`src/rtl/iprecv_pkg.sv`:
```
// Shared constants, FSM encoding and TCP flag layout for the MII
// receive path; the flag table is common with the MII TCP sender.
package iprecv_pkg;

    localparam logic [15:0] ETH_TYPE_IP  = 16'h0800;
    localparam logic [7:0]  IP_VER_IHL   = 8'h45;
    localparam logic [7:0]  IP_PROTO_TCP = 8'h06;
    localparam logic [3:0]  NIB_PRE      = 4'h5;
    localparam logic [3:0]  NIB_SFD      = 4'hD;
    localparam logic [31:0] CRC_INIT     = 32'hFFFF_FFFF;
    localparam logic [31:0] CRC_POLY     = 32'h04C1_1DB7;
    localparam logic [31:0] CRC_RESIDUE  = 32'hC704_DD7B;

    typedef enum logic [3:0] {
        S_IDLE,
        S_PRE,
        S_MAC,
        S_IPH,
        S_TCPH,
        S_DATA,
        S_FCS,
        S_CHECK,
        S_DROP
    } state_t;

    localparam int FLG_FIN = 0;
    localparam int FLG_SYN = 1;
    localparam int FLG_RST = 2;
    localparam int FLG_PSH = 3;
    localparam int FLG_ACK = 4;
    localparam int FLG_URG = 5;

    function automatic logic [5:0] tcp_flags(input logic [7:0] b);
        logic [5:0] f;
        f = '0;
        f[FLG_FIN] = b[0];
        f[FLG_SYN] = b[1];
        f[FLG_RST] = b[2];
        f[FLG_PSH] = b[3];
        f[FLG_ACK] = b[4];
        f[FLG_URG] = b[5];
        return f;
    endfunction

endpackage

```
`src/rtl/iprecv_crc32_d4.sv`:
```
// Nibble-serial Ethernet CRC-32, non-reflected register, LSB-first data.
// Ports: clk, rst_n, clr (reload init), en (absorb d), d, crc (register).
module crc32_d4
    import iprecv_pkg::*;
(
    input  logic        clk,
    input  logic        rst_n,
    input  logic        clr,
    input  logic        en,
    input  logic [3:0]  d,
    output logic [31:0] crc
);

    logic [31:0] nxt;

    always_comb begin
        nxt = crc;
        for (int i = 0; i < 4; i++) begin
            nxt = {nxt[30:0], 1'b0}
                ^ ({32{nxt[31] ^ d[i]}} & CRC_POLY);
        end
    end

    always_ff @(posedge clk or negedge rst_n) begin
        if (!rst_n) begin
            crc <= CRC_INIT;
        end else if (clr) begin
            crc <= CRC_INIT;
        end else if (en) begin
            crc <= nxt;
        end
    end

endmodule

```
`src/rtl/iprecv.sv`:
```
// MII receive path: parses Ethernet/IPv4/TCP, filters, checks, stores payload.
// Ports: MII rx (rxdv, rxer, datain), payload RAM write port, parsed fields, Rx_valid/Rx_error.
module iprecv
    import iprecv_pkg::*;
#(
    parameter logic [47:0] LOCAL_MAC = 48'h000A3501FEC0,
    parameter logic [31:0] LOCAL_IP  = 32'hC0A80002,
    parameter int          ADDR_W    = 9
) (
    input  logic              clk,
    input  logic              rst_n,
    input  logic              rxdv,
    input  logic              rxer,
    input  logic [3:0]        datain,
    output logic              ram_wr_en,
    output logic [ADDR_W-1:0] ram_wr_addr,
    output logic [31:0]       ram_wr_data,
    output logic [15:0]       Data_len,
    output logic [31:0]       Src_IP,
    output logic [31:0]       Des_IP,
    output logic [15:0]       Src_port,
    output logic [15:0]       Des_port,
    output logic [31:0]       Seq_num,
    output logic [31:0]       Ack_num,
    output logic [3:0]        Head_len,
    output logic [5:0]        TCP_flags,
    output logic [15:0]       TCP_window,
    output logic              Rx_valid,
    output logic              Rx_error
);

    state_t      state, state_n;
    logic        hi;
    logic [3:0]  lo_nib;
    logic [15:0] cnt;
    logic [39:0] sh;
    logic [15:0] csum, tot_len;
    logic [31:0] wbuf, crc;
    logic [31:0] s_sip, s_dip, s_seq, s_ack;
    logic [15:0] s_sp, s_dp, s_win, s_dlen;
    logic [3:0]  s_hl;
    logic [5:0]  s_flg;

    logic        in_frame, active, byte_v;
    logic        err_p, ok_p, wr, ovf, last;
    logic        mac_hit, neg;
    logic [7:0]  b;
    logic [15:0] hw, csum_n, dlen_n, hl_end;
    logic [16:0] csum_s;
    logic [31:0] w, lane, word_n;
    logic [47:0] dst;

    assign in_frame = state inside {S_MAC, S_IPH, S_TCPH, S_DATA, S_FCS};
    assign active   = in_frame || (state == S_PRE);
    assign byte_v   = in_frame && rxdv && !rxer && hi;
    assign b        = {datain, lo_nib};
    assign hw       = {sh[7:0], b};
    assign w        = {sh[23:0], b};
    assign dst      = {sh[39:0], b};
    assign mac_hit  = (dst == LOCAL_MAC) || (&dst);

    // End-around carry: one fold suffices since the sum is at most 1FFFE.
    assign csum_s = {1'b0, csum} + {1'b0, hw};
    assign csum_n = csum_s[15:0] + {15'd0, csum_s[16]};

    assign dlen_n = tot_len - 16'd20 - {10'd0, b[7:4], 2'd0};
    assign neg    = tot_len < (16'd20 + {10'd0, b[7:4], 2'd0});
    assign hl_end = {10'd0, s_hl, 2'd0} - 16'd1;

    assign ovf    = (cnt >> (ADDR_W + 2)) != 16'd0;
    assign last   = cnt == (s_dlen - 16'd1);
    assign lane   = {24'd0, b} << {~cnt[1:0], 3'b000};
    assign word_n = ((cnt[1:0] == 2'd0) ? 32'd0 : wbuf) | lane;

    crc32_d4 u_crc (
        .clk   (clk),
        .rst_n (rst_n),
        .clr   (state == S_PRE && rxdv && datain == NIB_SFD),
        .en    (in_frame && rxdv),
        .d     (datain),
        .crc   (crc)
    );

    always_ff @(posedge clk or negedge rst_n) begin
        if (!rst_n) state <= S_IDLE;
        else        state <= state_n;
    end

    always_comb begin
        state_n = state;
        err_p   = 1'b0;
        ok_p    = 1'b0;
        wr      = 1'b0;
        if (active && rxdv && rxer) begin
            state_n = S_DROP;
            err_p   = 1'b1;
        end else if (active && state != S_FCS && !rxdv) begin
            state_n = S_IDLE;
            err_p   = 1'b1;
        end else begin
            unique case (state)
                S_IDLE: begin
                    if (rxdv && datain == NIB_PRE) state_n = S_PRE;
                end
                S_PRE: begin
                    if (datain == NIB_SFD) begin
                        state_n = S_MAC;
                    end else if (datain != NIB_PRE) begin
                        state_n = S_DROP;
                        err_p   = 1'b1;
                    end
                end
                S_MAC: if (byte_v) begin
                    if (cnt == 16'd5 && !mac_hit) state_n = S_DROP;
                    if (cnt == 16'd13)
                        state_n = (hw == ETH_TYPE_IP) ? S_IPH : S_DROP;
                end
                S_IPH: if (byte_v) begin
                    if (cnt == 16'd0 && b != IP_VER_IHL) state_n = S_DROP;
                    if (cnt == 16'd9 && b != IP_PROTO_TCP) state_n = S_DROP;
                    if (cnt == 16'd19) begin
                        if (w != LOCAL_IP) begin
                            state_n = S_DROP;
                        end else if (csum_n != 16'hFFFF) begin
                            state_n = S_DROP;
                            err_p   = 1'b1;
                        end else begin
                            state_n = S_TCPH;
                        end
                    end
                end
                S_TCPH: if (byte_v) begin
                    if (cnt == 16'd12 && (b[7:4] < 4'd5 || neg)) begin
                        state_n = S_DROP;
                        err_p   = 1'b1;
                    end else if (cnt >= 16'd19 && cnt == hl_end) begin
                        state_n = (s_dlen == 16'd0) ? S_FCS : S_DATA;
                    end
                end
                S_DATA: if (byte_v) begin
                    if (ovf) begin
                        state_n = S_DROP;
                        err_p   = 1'b1;
                    end else begin
                        wr = (cnt[1:0] == 2'd3) || last;
                        if (last) state_n = S_FCS;
                    end
                end
                S_FCS: begin
                    if (!rxdv) state_n = S_CHECK;
                end
                S_CHECK: begin
                    if (crc == CRC_RESIDUE) ok_p = 1'b1;
                    else                    err_p = 1'b1;
                    state_n = S_IDLE;
                end
                S_DROP: begin
                    if (!rxdv) state_n = S_IDLE;
                end
                default: state_n = S_IDLE;
            endcase
        end
    end

    // Parser datapath and shadow copies of the header fields.
    always_ff @(posedge clk or negedge rst_n) begin
        if (!rst_n) begin
            hi      <= 1'b0;
            lo_nib  <= '0;
            cnt     <= '0;
            sh      <= '0;
            csum    <= '0;
            tot_len <= '0;
            wbuf    <= '0;
            s_sip   <= '0;
            s_dip   <= '0;
            s_sp    <= '0;
            s_dp    <= '0;
            s_seq   <= '0;
            s_ack   <= '0;
            s_hl    <= '0;
            s_dlen  <= '0;
            s_flg   <= '0;
            s_win   <= '0;
        end else begin
            if (state == S_PRE)          hi <= 1'b0;
            else if (in_frame && rxdv)   hi <= ~hi;
            if (!hi)                     lo_nib <= datain;
            if (state_n != state)        cnt <= '0;
            else if (byte_v)             cnt <= cnt + 16'd1;
            if (byte_v)                  sh <= {sh[31:0], b};
            if (state != S_IPH)          csum <= '0;
            else if (byte_v && cnt[0])   csum <= csum_n;
            if (byte_v && state == S_IPH) begin
                if (cnt == 16'd3)  tot_len <= hw;
                if (cnt == 16'd15) s_sip <= w;
                if (cnt == 16'd19) s_dip <= w;
            end
            if (byte_v && state == S_TCPH) begin
                if (cnt == 16'd1)  s_sp <= hw;
                if (cnt == 16'd3)  s_dp <= hw;
                if (cnt == 16'd7)  s_seq <= w;
                if (cnt == 16'd11) s_ack <= w;
                if (cnt == 16'd12) begin
                    s_hl   <= b[7:4];
                    s_dlen <= dlen_n;
                end
                if (cnt == 16'd13) s_flg <= tcp_flags(b);
                if (cnt == 16'd15) s_win <= hw;
            end
            if (byte_v && state == S_DATA) wbuf <= word_n;
        end
    end

    always_ff @(posedge clk or negedge rst_n) begin
        if (!rst_n) begin
            ram_wr_en   <= 1'b0;
            ram_wr_addr <= '0;
            ram_wr_data <= '0;
            Rx_valid    <= 1'b0;
            Rx_error    <= 1'b0;
            Data_len    <= '0;
            Src_IP      <= '0;
            Des_IP      <= '0;
            Src_port    <= '0;
            Des_port    <= '0;
            Seq_num     <= '0;
            Ack_num     <= '0;
            Head_len    <= '0;
            TCP_flags   <= '0;
            TCP_window  <= '0;
        end else begin
            ram_wr_en <= wr;
            Rx_valid  <= ok_p;
            Rx_error  <= err_p;
            if (wr) begin
                ram_wr_addr <= cnt[ADDR_W+1:2];
                ram_wr_data <= word_n;
            end
            if (ok_p) begin
                Data_len   <= s_dlen;
                Src_IP     <= s_sip;
                Des_IP     <= s_dip;
                Src_port   <= s_sp;
                Des_port   <= s_dp;
                Seq_num    <= s_seq;
                Ack_num    <= s_ack;
                Head_len   <= s_hl;
                TCP_flags  <= s_flg;
                TCP_window <= s_win;
            end
        end
    end

endmodule

```
`config.mk`:
```
export PLATFORM = sky130hd
export DESIGN_NAME = iprecv
export DESIGN_NICKNAME = d
export VERILOG_FILES = /design/src/rtl/iprecv_pkg.sv /design/src/rtl/iprecv_crc32_d4.sv /design/src/rtl/iprecv.sv
export SDC_FILE = /design/constraint.sdc
export NUM_CORES = 1
export LEC_CHECK = 0
export ABC_AREA = 0
export CAP_MARGIN = 20
export CORE_MARGIN = 2
export CORE_UTILIZATION = 65
export CTS_CLUSTER_DIAMETER = 80
export DETAILED_ROUTE_END_ITERATION = 12
export DONT_BUFFER_PORTS = 1
export PLACE_DENSITY = 0.8
export SLEW_MARGIN = 20
export SYNTH_ARGS = -nofsm -noshare
export SYNTH_HDL_FRONTEND = slang
export SYNTH_HIERARCHICAL = 1
export SYNTH_SLANG_ARGS = --single-unit
export TNS_END_PERCENT = 5
```
`constraint.sdc`:
```
create_clock -name clk -period 13.2 [get_ports clk]
set_input_delay 3.3 -clock clk [delete_from_list [all_inputs] [get_ports clk]]
set_output_delay 3.3 -clock clk [all_outputs]
set_load 0.005 [all_outputs]
```
==> out/qor.yml <==
layout:
  area_growth_pct: 7.74
  n_antenna_cell: 0
  final_layout_size_suffix_gt1_frac: 0.149
  fin_nets: 2706
  final_util: 0.710
  fin_cells: 3242
logic_synthesis:
  synth_cell_types: 91
  async_flop_share: 1.00
  synth_nets: 2792
  synthMuxAreaShare: 0.0825
  synth-xor-area-share: 0.0418
  synth_ff_type: "dfrtp_1"
  synth_warnings: 6
  synth_top_family_by_area: "simple AND/OR/NAND/NOR gates"
  synth_compound_area_frac: 0.0754
  ys_top_cells_by_count: "nand2_1 (849), dfrtp_1 (577), mux2_2 (195)"
  synthCells: 2741
  synthSimpleGateAreaFrac: 0.197
  yosys.area.top_type: "dfrtp_1"
  yosysTopAreaCellShare: 0.522
  syn_area_per_cell_sq_um: 10.1
  synth_seq_area_share: 0.553
  synth_area_leaders: "dfrtp_1 (52%), nand2_1 (12%), mux2_2 (7.9%)"
  synth_most_common_cell: "nand2_1"
  synth_edf_count: 0
  syn_area_sq_um: 27600
  synth.ff_latch_count: 609
  synth_fa_ha_area_frac: 0.0197
critical_path:
  worstPathCellList: "ha_1 -> and3_1 -> nand3_1 -> a21oi_1 -> o21a_1 -> o21ai_0 -> a21oi_1 -> o21ai_0 -> nand2b_1 -> ha_1 -> ha_1 -> inv_1 -> or2_2 -> nor3_1 -> nand2_1 -> mux2_2 -> o22ai_1 -> nand4_1 -> or3_1 -> a21o_1"
  r2r_start: "sh[1]"
  end_kind: "flip-flop"
  critPathMaxFanout: 26
  cp-startpoint: "datain[3]"
  required_ns: 13.71
  critPathArrivalTime_ns: 7.55
  r2r_cells: 20
  crit_slowest_cell: "nor3_1"
  worst-r2r-setup-slack_ns: 7.98
  critPathKind: "input pin to flip-flop"
  endpoint: "state[3]"
  path_common_cell: "ha_1"
  cp.depth: 20
  crit_buf_inv: 1
  crit_family: "simple AND/OR/NAND/NOR gates"
  cpPeakStageDelay_ns: 0.47
  start_kind: "input pin"
  r2r-end: "state[3]"
run_status:
  violations: "max-slew violations"
  status: "finished with violations"
global_route:
  grt-ovfl-total: 0
  grtUsageMet1: 0.451
  use_met2: 0.493
  antenna_found_initial: 0
  grt.busiest_layer: "met2"
  grt_start_max_net_pins: 610
  globalRouteTotalUtil: 0.325
  grt_use_met3: 0.0970
  grt_pass1_wl_um: 113000
  grt_pass1_vias: 20090
timing:
  finalMaxSlewViolations: 351
  timing.final.crit_share: 0.533
  fmax_mhz: 142
  max_slew_margin: -0.385
  setup_viol: 0
  tightest_slew_ns: 2.08
  fin_crit_ns: 7.04
  rsz0062_at_grt: "no"
  setup_tns_ns: 0
  hold_viol: 0
  finalClockSkew_ns: 0.0335
clock_tree:
  cts_buffer_depth: 3
  cts_buffers: 57
  cts_hold_buf: 0
  ctsHtreeMaxLevel: 2
  cts_setup_buffers: 0
  cts-resized-gates: 0
  clk_latency_ns: 0.63
  cts.sinks: 609
  clk_pin_slew_ns: 0.06
  cts_root_buffer: "clkbuf_16"
  cts_tree: "yes"
routing:
  final_antenna_net_count: 0
  post-route-drc-count: 0
  wl_per_cell_um: 21.9
  avgViaCountPerCell: 6.24
  drt-pass1-iter-count: 5
  dr_total_vias: 20245
  routed_wl_um: 70800
  drt_iter0_markers: 2120
power_and_ir_drop:
  peakVddDrop_mv: 0.108
  p_leak_uw: 0.0149
  powerDensity_nw_per_um2: 129
place:
  place_congestion: 0.977
  dpl.hpwl_um: 44400
  place_inst: 3134
  placement.io_buffers: 0
floorplanning:
  io_pins: 254
  core_area_sq_um: 41900
  dieArea_sq_um: 44200
  rows: 75
  initial_core_util: 0.659
  die_w_um: 210
  die_y_um: 210
hold_path:
  min_path_type: "flip-flop to flip-flop"
flow_run:
  cap_violations: 0
## logic make-up (layout without fill, tap and decap cells)
| kind of cell | Yosys count | in the layout |
|---|---|---|
| simple gates | 1229 | 1229 |
| buf+inv | 208 | 170 |
| xor+xnor | 116 | 116 |
| fa+ha+maj | 43 | 43 |
| mux | 203 | 203 |
| compound gates | 333 | 333 |
| flops | 609 | 609 |
## how the worst min path moves through the flow
stage / to / slack (ns) / cells past startpoint / from
floorplan: TCP_flags[2] / 0.43 / 2 / s_flg[2]
global placement: Src_port[2] / 0.44 / 2 / s_sp[2]
detailed placement: Seq_num[17] / 0.45 / 2 / s_seq[17]
CTS: Seq_num[22] / 0.47 / 2 / s_seq[22]
global route: Src_IP[19] / 0.49 / 2 / s_sip[19]
finish: Des_IP[19] / 0.47 / 2 / s_dip[19]
## stage by stage
stage | power, uW | cell area, sq um | hold WS [ns] | setup slack (ns)
2_1_floorplan | 2120 | 27600 | 0.433 | 6.19
3_3_place_gp | 2200 | 27800 | 0.444 | 5.83
3_5_place_dp | 2200 | 27800 | 0.451 | 5.68
4_1_cts | 3840 | 29700 | 0.465 | 6.32
5_1_grt | 3940 | 29800 | 0.492 | 5.80
6_report | 3830 | 29800 | 0.467 | 6.16
## state kept, by name (all words and copies together) (netlist names), 9 cells and up
name         flops
Ack_num         32
Data_len        16
Des_IP          32
Des_port        16
Seq_num         32
Src_IP          32
Src_port        16
TCP_window      16
cnt             16
csum            16
ram_wr_addr      9
ram_wr_data     32
s_ack           32
s_dip           32
s_dlen          16
s_dp            16
s_seq           32
s_sip           32
s_sp            16
s_win           16
sh              40
tot_len         16
u_crc/crc       32
wbuf            32
## worst reg2reg max path: cells and delay by family, from the launching register on
family          cells  cell delay (ns)
compound gates      7             1.12
fa+ha+maj           3             0.99
buf+inv             1             0.06
flops               1             0.70
mux                 1             0.32
simple gates        8             1.93
## where the power goes
part           switching (uW)  total [uW]  internal [uW]
clock                     725        1650            928
combinational             162         257           94.7
sequential               29.0        1920           1890
total                     916        3830           2920
## layout make-up
cell class	instances	area, sq um
inverter	37	144
tap	539	674
sequential	609	15300
fill	2920	12200
clock inverter	24	250
timing repair buffer	26	215
multi-input combinational	1924	11600
clock buffer	83	1640
## routing by layer
metal	share of wire	wire length, um
met5	0	0
met4	0.034	2380
met3	0.11	7500
met2	0.45	32100
met1	0.41	28900
## layout by cell type, fill, tap and decap left out, types with 10 or more instances in the layout
cell / synthesis / final
ha_1: 42 / 42
nor4_1: 20 / 20
or3_1: 24 / 24
xor2_1: 38 / 38
nand4_1: 38 / 38
clkbuf_1: 123 / 14
nand3_1: 28 / 27
nand2b_1: 11 / 10
buf_4: 3 / 25
nor2b_1: 50 / 50
mux2_2: 195 / 195
clkbuf_16: 0 / 57
or2_2: 13 / 13
and3_1: 12 / 11
o21ai_0: 110 / 109
inv_1: 35 / 35
nor3_2: 13 / 14
nor2_1: 83 / 82
a21oi_1: 92 / 92
xnor2_1: 68 / 68
clkbuf_8: 0 / 12
a22o_1: 41 / 41
dfstp_2: 32 / 32
clkinv_2: 0 / 12
o21ai_1: 10 / 10
dfrtp_1: 577 / 577
nor3_1: 36 / 34
nand2_1: 849 / 849
Power figures use the tool's default switching activity.
